--- src/rtl/audio_mixer_if.sv ---
// Control, ROM and sound bundle of the sample-playback mixer.
// The host/ROM side uses master; the mixer itself uses slave.
interface audio_mixer_if #(
   parameter int NUM_CH   = 4,
   parameter int ADDR_W   = 20,
   parameter int SAMPLE_W = 6,
   parameter int OUT_W    = 32
);
   logic [NUM_CH-1:0]          trigger;
   logic [NUM_CH-1:0]          stop;
   logic [NUM_CH-1:0]          loop_en;
   logic [NUM_CH*ADDR_W-1:0]   ch_len;
   logic                       mute;
   logic [NUM_CH*ADDR_W-1:0]   rom_addr;
   logic [NUM_CH*SAMPLE_W-1:0] rom_data;
   logic signed [OUT_W-1:0]    sound;
   logic                       sound_valid;
   logic [NUM_CH-1:0]          active;
   logic [NUM_CH-1:0]          done;

   modport master (
      output trigger, stop, loop_en, ch_len, mute, rom_data,
      input  rom_addr, sound, sound_valid, active, done
   );

   modport slave (
      input  trigger, stop, loop_en, ch_len, mute, rom_data,
      output rom_addr, sound, sound_valid, active, done
   );
endinterface

--- src/rtl/audio_mixer.sv ---
// Multi-channel sample player: each channel steps through its ROM at the sample tick,
// and the playing channels are summed into a left-justified signed sound word.
module audio_mixer #(
   parameter int NUM_CH   = 4,
   parameter int ADDR_W   = 20,
   parameter int SAMPLE_W = 6,
   parameter int OUT_W    = 32,
   parameter int CLK_DIV  = 1134
) (
   input logic          CLOCK_50,
   input logic          reset,
   audio_mixer_if.slave bus
);
   localparam int S     = SAMPLE_W + $clog2(NUM_CH);
   localparam int CNT_W = (CLK_DIV > 1) ? $clog2(CLK_DIV) : 1;

   typedef enum logic [1:0] {IDLE, ARM, PLAY} state_t;

   state_t                     state    [NUM_CH];
   state_t                     state_nx [NUM_CH];
   logic [ADDR_W-1:0]          addr     [NUM_CH];
   logic [ADDR_W-1:0]          addr_nx  [NUM_CH];
   logic [ADDR_W-1:0]          len      [NUM_CH];
   logic signed [SAMPLE_W-1:0] samp     [NUM_CH];
   logic [NUM_CH-1:0]          start;
   logic [NUM_CH-1:0]          done_nx;
   logic [NUM_CH-1:0]          done_q;
   logic [NUM_CH-1:0]          active;
   logic [CNT_W-1:0]           cnt;
   logic                       tick;
   logic signed [S-1:0]        sum_p0;
   logic signed [OUT_W-1:0]    sound_p1;
   logic                       vld_p1;

   function automatic logic signed [S-1:0] sext(input logic signed [SAMPLE_W-1:0] x);
      return S'(x);
   endfunction

   function automatic logic signed [OUT_W-1:0] justify(input logic signed [S-1:0] x);
      logic signed [OUT_W-1:0] w;
      w = OUT_W'(x);
      return w << (OUT_W - S);
   endfunction

   for (genvar g = 0; g < NUM_CH; g++) begin : g_ch
      assign len[g]   = bus.ch_len[g*ADDR_W +: ADDR_W];
      assign samp[g]  = bus.rom_data[g*SAMPLE_W +: SAMPLE_W];
      assign start[g] = bus.trigger[g] && (len[g] != '0);
      assign bus.rom_addr[g*ADDR_W +: ADDR_W] = addr[g];
   end

   assign tick = (cnt == CNT_W'(CLK_DIV - 1));

   always_ff @(posedge CLOCK_50 or posedge reset) begin
      if (reset)     cnt <= '0;
      else if (tick) cnt <= '0;
      else           cnt <= cnt + 1'b1;
   end

   always_ff @(posedge CLOCK_50 or posedge reset) begin
      if (reset) begin
         for (int i = 0; i < NUM_CH; i++) begin
            state[i] <= IDLE;
            addr[i]  <= '0;
         end
         done_q <= '0;
      end else begin
         for (int i = 0; i < NUM_CH; i++) begin
            state[i] <= state_nx[i];
            addr[i]  <= addr_nx[i];
         end
         done_q <= done_nx;
      end
   end

   // stop outranks trigger; a zero length (or a shrunk one) counts as end of sample
   always_comb begin
      done_nx = '0;
      for (int i = 0; i < NUM_CH; i++) begin
         state_nx[i] = state[i];
         addr_nx[i]  = addr[i];
         if (bus.stop[i]) begin
            state_nx[i] = IDLE;
            addr_nx[i]  = '0;
         end else if (start[i]) begin
            state_nx[i] = ARM;
            addr_nx[i]  = '0;
         end else begin
            case (state[i])
               ARM:  state_nx[i] = PLAY;
               PLAY: begin
                  if (tick) begin
                     if ((len[i] == '0) || (addr[i] >= len[i] - 1'b1)) begin
                        addr_nx[i] = '0;
                        if (!bus.loop_en[i]) begin
                           state_nx[i] = IDLE;
                           done_nx[i]  = 1'b1;
                        end
                     end else begin
                        addr_nx[i] = addr[i] + 1'b1;
                     end
                  end
               end
               default: ;
            endcase
         end
      end
   end

   always_comb begin
      sum_p0 = '0;
      active = '0;
      for (int i = 0; i < NUM_CH; i++) begin
         active[i] = (state[i] != IDLE);
         if (tick && (state[i] == PLAY) && !bus.stop[i] && !start[i])
            sum_p0 = sum_p0 + sext(samp[i]);
      end
   end

   // ---- p0 -> p1: mix register, loaded once per tick ----
   always_ff @(posedge CLOCK_50 or posedge reset) begin
      if (reset) begin
         sound_p1 <= '0;
         vld_p1   <= 1'b0;
      end else begin
         vld_p1 <= tick;
         if (tick) sound_p1 <= bus.mute ? '0 : justify(sum_p0);
      end
   end

   assign bus.sound       = sound_p1;
   assign bus.sound_valid = vld_p1;
   assign bus.active      = active;
   assign bus.done        = done_q;
endmodule
--- src/flat_wrapper.sv ---
// flat-port wrapper written by rule: the top's interface ports become plain ports
module audio_mixer_flat 
#(
   parameter int NUM_CH   = 4,
   parameter int ADDR_W   = 20,
   parameter int SAMPLE_W = 6,
   parameter int OUT_W    = 32,
   parameter int CLK_DIV  = 1134
)
  (CLOCK_50, reset, bus_trigger, bus_stop, bus_loop_en, bus_ch_len, bus_mute, bus_rom_data, bus_rom_addr, bus_sound, bus_sound_valid, bus_active, bus_done);
  audio_mixer_if #(.NUM_CH(NUM_CH), .ADDR_W(ADDR_W), .SAMPLE_W(SAMPLE_W), .OUT_W(OUT_W)) bus_i ();
  input logic CLOCK_50;
  input logic reset;
  input wire logic [$bits(bus_i.trigger)-1:0] bus_trigger;
  input wire logic [$bits(bus_i.stop)-1:0] bus_stop;
  input wire logic [$bits(bus_i.loop_en)-1:0] bus_loop_en;
  input wire logic [$bits(bus_i.ch_len)-1:0] bus_ch_len;
  input wire logic [$bits(bus_i.mute)-1:0] bus_mute;
  input wire logic [$bits(bus_i.rom_data)-1:0] bus_rom_data;
  output wire logic [$bits(bus_i.rom_addr)-1:0] bus_rom_addr;
  output wire logic [$bits(bus_i.sound)-1:0] bus_sound;
  output wire logic [$bits(bus_i.sound_valid)-1:0] bus_sound_valid;
  output wire logic [$bits(bus_i.active)-1:0] bus_active;
  output wire logic [$bits(bus_i.done)-1:0] bus_done;
  assign bus_i.trigger = bus_trigger;
  assign bus_i.stop = bus_stop;
  assign bus_i.loop_en = bus_loop_en;
  assign bus_i.ch_len = bus_ch_len;
  assign bus_i.mute = bus_mute;
  assign bus_i.rom_data = bus_rom_data;
  assign bus_rom_addr = bus_i.rom_addr;
  assign bus_sound = bus_i.sound;
  assign bus_sound_valid = bus_i.sound_valid;
  assign bus_active = bus_i.active;
  assign bus_done = bus_i.done;
  audio_mixer #(.NUM_CH(NUM_CH), .ADDR_W(ADDR_W), .SAMPLE_W(SAMPLE_W), .OUT_W(OUT_W), .CLK_DIV(CLK_DIV)) u_core (.CLOCK_50(CLOCK_50), .reset(reset), .bus(bus_i));
endmodule
--- config.mk ---
export PLATFORM = sky130hd
export DESIGN_NAME = audio_mixer_flat
export DESIGN_NICKNAME = d
export VERILOG_FILES = /design/src/rtl/audio_mixer_if.sv /design/src/rtl/audio_mixer.sv /design/src/flat_wrapper.sv
export SDC_FILE = /design/constraint.sdc
export NUM_CORES = 1
export LEC_CHECK = 0
export ABC_AREA = 0
export BUFFER_PORTS_ARGS = -buffer_cell sky130_fd_sc_hd__buf_2
export CAP_MARGIN = 20
export CORE_ASPECT_RATIO = 1.25
export CORE_MARGIN = 5
export CORE_UTILIZATION = 55
export DETAILED_ROUTE_END_ITERATION = 8
export PLACE_DENSITY = 0.93
export SETUP_SLACK_MARGIN = 0.2
export SYNTH_ARGS = -nofsm -noshare
export SYNTH_HDL_FRONTEND = slang
export SYNTH_SLANG_ARGS = --single-unit
--- constraint.sdc ---
create_clock -name CLOCK_50 -period 7 [get_ports CLOCK_50]
set_clock_uncertainty 0.05 [all_clocks]
set_input_delay 0.35 -clock CLOCK_50 [delete_from_list [all_inputs] [get_ports CLOCK_50]]
set_output_delay 0.35 -clock CLOCK_50 [all_outputs]
set_load 0.05 [all_outputs]
==> flow_metrics.env, run 1 <==
export IMPL_grt_total_usage_pct=24.9
export IMPL_leakagePower_nw=5.70
export IMPL_sequential_cell_area_um2=2800
export IMPL_place_hpwl_um=21300
export IMPL_final_common_cell="buf_2"
export IMPL_cp_required_ns=7.23
export IMPL_cp_top_family="simple AND/OR/NAND/NOR gates"
export IMPL_final_cell_area_um2=11300
export IMPL_fp_dieW_um=129
export IMPL_path_common_cell="inv_1"
export IMPL_tightest_slew_ns=0.903
export IMPL_clk_latency_ns=0.36
export IMPL_grt_antenna_before_repair=2
export IMPL_gp_congestion=0.906
export IMPL_peakVddDrop_uv=106
export IMPL_final_layout_size_suffix_gt1_share_pct=19.0
export IMPL_min_path_type="in2async"
export IMPL_status="finished with violations"
export IMPL_setup_ws_ns=0.841
export IMPL_start_kind="register"
export IMPL_critPathSlowestCell="or4_1"
export IMPL_fin_tns_setup_ns=0
export IMPL_nets=1589
export IMPL_gr_total_overflow=0
export IMPL_start_util_pct=56.0
export IMPL_final_cell_mix="buf_2, nor2_1, ha_1"
export IMPL_worstPathMaxFanout=6
export IMPL_fillers=1450
export IMPL_power_mw=1.40
export IMPL_multi_input_area_um2=6690
export IMPL_maxSlewViolCount=0
export IMPL_max_clock_path_buffers=2
export IMPL_remaining_drc_errors=0
export IMPL_final_cells=1583
export IMPL_crit_chain="inv_1, ha_1, nand4b_1, or4_1, nor3b_1, and3_1, ha_1, inv_1, fa_1, o21ai_0, inv_1, fa_1, nand2_1, o21ai_0, inv_1, ha_1, a21o_1, a211oi_1, nor2_1, o41ai_1, xor2_1, nor2_4, xnor3_1, o21ai_1"
export IMPL_numClockSinks=112
export IMPL_io_buffers=215
export IMPL_post_place_cells=1565
export IMPL_grt_pass1_vias=9139
export IMPL_post_route_util_pct=64.8
export IMPL_numCtsBuffers=9
export IMPL_cts_setup_buffers=0
export IMPL_holdWs_ns=-0.0149
export IMPL_critical_path_class="reg2reg"
export IMPL_dr_pass1_iters=5
export IMPL_preCtsSetupSlack_ns=0.711
export IMPL_cts_clk_slew_worst_paths_ns=0.07
export IMPL_wl_um=26500
export IMPL_synth_cell_types=72
export IMPL_area_growth_pct=15.7
export IMPL_ios=240
export IMPL_route_antenna_remaining_nets=0
export IMPL_cts_tree="yes"
export IMPL_async_flop_share_pct=100
export IMPL_setup_violations_final=0
export IMPL_die_height_um=159
export IMPL_wl_per_cell_um=16.8
export IMPL_arrival_ns=6.39
export IMPL_synth_edf_count=0
export IMPL_synth_seq_cells=112
export IMPL_avgSynthCellArea_um2=8.59
export IMPL_critPathMaxStageDelay_ns=0.57
export IMPL_syn_area_um2=9800
export IMPL_synthFlopType="dfrtp_1"
export IMPL_power_density_nw_per_um2=124
export IMPL_path_buf_inv=4
export IMPL_grt_pass1_wl_um=42800
export IMPL_hold_buffers=0
export IMPL_cts_max_level=3
export IMPL_grt_max_degree=72
export IMPL_crit_path_end_kind="register"
export IMPL_place_area_um2=11000
export IMPL_root_buffer="clkbuf_16"
export IMPL_num_vias=9321
export IMPL_core_um2=17500
export IMPL_first_iter_violations=577
export IMPL_layout_min_cycle_time_ns=6.16
export IMPL_grt_setup_unrepaired="false"
export IMPL_max_cap_violations=0
export IMPL_period_share_pct=88.0
export IMPL_ys_seq_area_share_pct=28.6
export IMPL_post_cts_resize_count=0
export IMPL_ys_warn_count=0
export IMPL_timing_fmax_ghz=0.162
export IMPL_synthesis_instances=1140
export IMPL_routed_via_density=5.89
export IMPL_rows=54
export IMPL_fp_dieArea_um2=20600
export IMPL_hold_viol=8
export IMPL_violations="hold timing"
export IMPL_maxSlewHeadroom_pct=39.8
per-layer routing:
| metal | part of all wire, % | global-route usage, % | vias up | wire (um) |
|---|---|---|---|---|
| met1 | 40 | 29.5 | 4479 | 10500 |
| met4 | 2.3 | 8.74 | 2 | 607 |
| met5 | 0.049 | 0 | - | 13 |
| li1 | - | - | 4498 | - |
| met3 | 6.4 | 3.79 | 51 | 1690 |
| met2 | 52 | 45.1 | 291 | 13700 |
cell usage after synthesis (6+ instances only):
cell type,instances,area [um2]
nor4b_1,6,52.6
ha_1,113,1410
and4_1,6,52.6
or4_1,7,52.6
nand2_1,93,349
and2_1,6,37.5
nand2b_1,7,43.8
and3_1,29,181
nor3b_1,7,52.6
inv_1,39,146
a211oi_1,6,45.0
nor3_1,32,160
a21o_1,44,330
o21ai_0,39,195
dfrtp_1,112,2800
xor2_1,60,526
o31a_1,7,61.3
nor2b_1,15,93.8
xnor2_1,83,727
a21oi_1,52,260
nand3b_1,7,52.6
clkbuf_1,11,41.3
nor4_1,34,213
buf_4,24,180
nor2_1,129,484
a22o_1,9,78.8
nand3_1,51,255
nand4_1,32,200
cells by family after synthesis:
logic type | synth area share, %
mux | 0.664
simple gates | 25.4
other cells | 0.0383
compound gates | 13.2
buf+inv | 4.04
fa+ha+maj | 15.0
xor+xnor | 13.0
flops | 28.6
cell type report:
type                    instances  area share (%)
inverters                      40            1.35
clock buffers                  11            2.14
clock inverters                 4           0.464
well taps                     224            2.47
repair buffers                220            9.86
diodes                          1          0.0221
flip-flops and latches        112            24.7
multi-input cells             971            59.0
flip-flops by register name, indices dropped and copies added (netlist names):
register,cells
u_core.bus.sound,8
u_core.bus.sound_valid,1
u_core.cnt,11
u_core.bus.rom_addr,80
u_core.bus.done,4
u_core.state,8
report_power, final:
part / internal, mW / switching [mW] / leakage (nW) / total [mW]
registers: 0.649 / 0.00238 / 1.51 / 0.651
clock network: 0.288 / 0.241 / 0.146 / 0.530
logic: 0.0771 / 0.144 / 4.04 / 0.221
path summary, 6_finish.rpt:
check / start / endpoint / slack [ns] / cells after the start
setup / recovery: u_core.cnt[1] / u_core.bus.sound[31] / 0.84 / 24
hold / removal: reset / u_core.bus.rom_addr[25] / -0.01 / 2
setup reg to reg: u_core.cnt[1] / u_core.bus.sound[31] / 0.84 / 24
hold reg to reg: u_core.bus.sound[27] / u_core.bus.sound[27] / 0.44 / 2
max in group asynchronous: reset / u_core.bus.rom_addr[1] / 5.59 / 3
min in group CLOCK_50: bus_loop_en[2] / u_core.bus.done[2] / 0.11 / 2
Power figures use the tool's default switching activity.
==> run 2, diff against run 1 <==
CORE_ASPECT_RATIO = default   (was 1.25)
MAX_ROUTING_LAYER = met4   (was default)
clock period = 6 ns   (was 7 ns; I/O delays follow)
==> run 2 against run 1 <==
Effect of this change:
- the flow now finishes without violations
- final cell count up 1.4%
- worst setup slack got worse by 0.47 ns
- critical path depth is 4 higher
- first-iteration DRC count up 4.2%
- cell area is 2.2% higher
- power rose by 19%
==> flow_metrics.env, run 2 (synthesized netlist as in run 1, its figures left out) <==
export IMPL_final_cell_mix="buf_2, nor2_1, dfrtp_1"
export IMPL_critPathSlowestCell="or4_4"
export IMPL_grt_pass1_wl_um=44000
export IMPL_grt_setup_unrepaired="false"
export IMPL_routed_via_density=5.92
export IMPL_critPathMaxStageDelay_ns=0.48
export IMPL_nets=1604
export IMPL_clock_power_share_pct=38.4
export IMPL_seqPwrFrac_pct=45.6
export IMPL_min_path_type="in2reg"
export IMPL_io_buffers=215
export IMPL_area_growth_pct=18.2
export IMPL_gr_total_overflow=0
export IMPL_grt_busiest_layer="met2"
export IMPL_numClockSinks=112
export IMPL_remaining_drc_errors=0
export IMPL_power_switching_uw=481
export IMPL_num_vias=9508
export IMPL_clk_latency_ns=0.36
export IMPL_use_met3_pct=5.36
export IMPL_dr_pass1_iters=5
export IMPL_route_antenna_remaining_nets=0
export IMPL_cts_tree="yes"
export IMPL_gp_congestion=0.920
export IMPL_core_um2=17400
export IMPL_tightest_slew_ns=0.925
export IMPL_grt_util_met2_pct=45.4
export IMPL_power_density_nw_per_um2=144
export IMPL_hold_viol=0
export IMPL_leakagePower_nw=5.79
export IMPL_max_clock_path_buffers=2
export IMPL_root_buffer="clkbuf_16"
export IMPL_grt_total_usage_pct=26.6
export IMPL_peakVddDrop_uv=130
export IMPL_numCtsBuffers=9
export IMPL_setup_violations_final=0
export IMPL_cts_max_level=3
export IMPL_final_layout_size_suffix_gt1_share_pct=21.0
export IMPL_fp_dieW_um=143
export IMPL_place_hpwl_um=21700
export IMPL_max_cap_violations=0
export IMPL_start_util_pct=56.3
export IMPL_grt_pass1_vias=9399
export IMPL_status="finished, final reports clean"
export IMPL_maxSlewHeadroom_pct=38.3
export IMPL_fin_tns_setup_ns=0
export IMPL_fillers=1415
export IMPL_cp_required_ns=6.24
export IMPL_maxSlewViolCount=0
export IMPL_wl_per_cell_um=17.3
export IMPL_grt_antenna_before_repair=6
export IMPL_holdWs_ns=0.0642
export IMPL_worstPathMaxFanout=5
export IMPL_switching_share_pct=28.9
export IMPL_ios=240
export IMPL_rows=48
export IMPL_timing_fmax_ghz=0.178
export IMPL_critical_path_class="reg2reg"
export IMPL_arrival_ns=5.87
export IMPL_die_height_um=143
export IMPL_grt_max_degree=72
export IMPL_period_share_pct=93.9
export IMPL_start_kind="register"
export IMPL_layout_min_cycle_time_ns=5.63
export IMPL_largest_reg_flops=80
export IMPL_power_mw=1.66
export IMPL_fp_dieArea_um2=20600
export IMPL_cts_clk_slew_worst_paths_ns=0.08
export IMPL_grtUsageMet1_pct=31.4
export IMPL_wl_um=27700
export IMPL_p_int_mw=1.18
export IMPL_final_common_cell="buf_2"
export IMPL_first_iter_violations=601
export IMPL_pwr_share_comb_pct=15.9
export IMPL_crit_path_end_kind="register"
-- run 2: changes by cell type in the layout (fill, tap and decap cells not counted), sizes merged --
| cell | change |
|---|---|
| inv | +3 |
| dlygate4sd3 | +1 |
| buf | +14 |
| clkbuf | -2 |
| diode | +5 |
-- run 2: final cells by class --
type	instances	area (um2)	share of cell area (%)
multi-input combinational	971	6790	58.6
sequential	112	2800	24.2
timing repair buffer	235	1230	10.6
tap	225	282	2.43
clock buffer	9	225	1.94
inverter	40	153	1.32
clock inverter	7	85.1	0.735
antenna	6	15.0	0.130
-- run 2: per-layer routing --
layer	routed length, um	up-vias
met5	0	-
met3	1680	72
met2	13900	302
met1	11200	4607
met4	838	0
li1	-	4527
-- run 2: metrics by stage --
step / worst slack [ns] / instance area, um2 / utilization [%] / cells
6_report: 0.369 / 11600 / 66.5 / 1605
5_1_grt: 0.0921 / 11600 / 66.5 / 1605
3_5_place_dp: -0.0618 / 11100 / 63.6 / 1574
4_1_cts: 0.245 / 11400 / 65.6 / 1591
3_3_place_gp: 0.247 / 11100 / 63.5 / 1572
2_1_floorplan: 0.391 / 9880 / - / 1163
-- run 2: worst paths after layout --
check	end	cells past startpoint	slack (ns)	startpoint
setup / recovery	u_core.bus.sound[31]	28	0.37	u_core.cnt[0]
hold / removal	u_core.bus.done[2]	2	0.06	bus_loop_en[2]
setup reg to reg	u_core.bus.sound[31]	28	0.37	u_core.cnt[0]
hold reg to reg	u_core.bus.sound[24]	2	0.44	u_core.bus.sound[24]
max in group asynchronous	u_core.bus.sound[25]	4	4.06	reset
min in group asynchronous	u_core.bus.rom_addr[75]	3	0.50	reset
-- run 2: worst max-delay path: cells and delay by family (launching register included) --
| family | cells | cell delay, ns |
|---|---|---|
| adders and majority gates | 4 | 1.23 |
| buffers and inverters | 2 | 0.22 |
| and+or+nand+nor | 12 | 1.80 |
| DFF | 1 | 0.43 |
| AOI/OAI and AO/OA | 6 | 0.74 |
| xor gates and xnor gates | 3 | 0.78 |
| muxes | 1 | 0.30 |
-- run 2: repair_timing --
item,4_1_cts,5_1_grt
pin swaps,1,9
setup endpoints to repair,1,2
gates resized for setup,3,18
endpoints found under the hold margin,41,0
hold buffers,1,0
buffers inserted,0,7
-- run 2: power by group through the flow --
stage,clock (mW),combinational [mW],sequential (mW)
finish,0.640,0.265,0.760
detailed placement,0,0.257,0.774
floorplan,0,0.171,0.775
global placement,0,0.246,0.774
CTS,0.649,0.259,0.759
global route,0.675,0.291,0.760
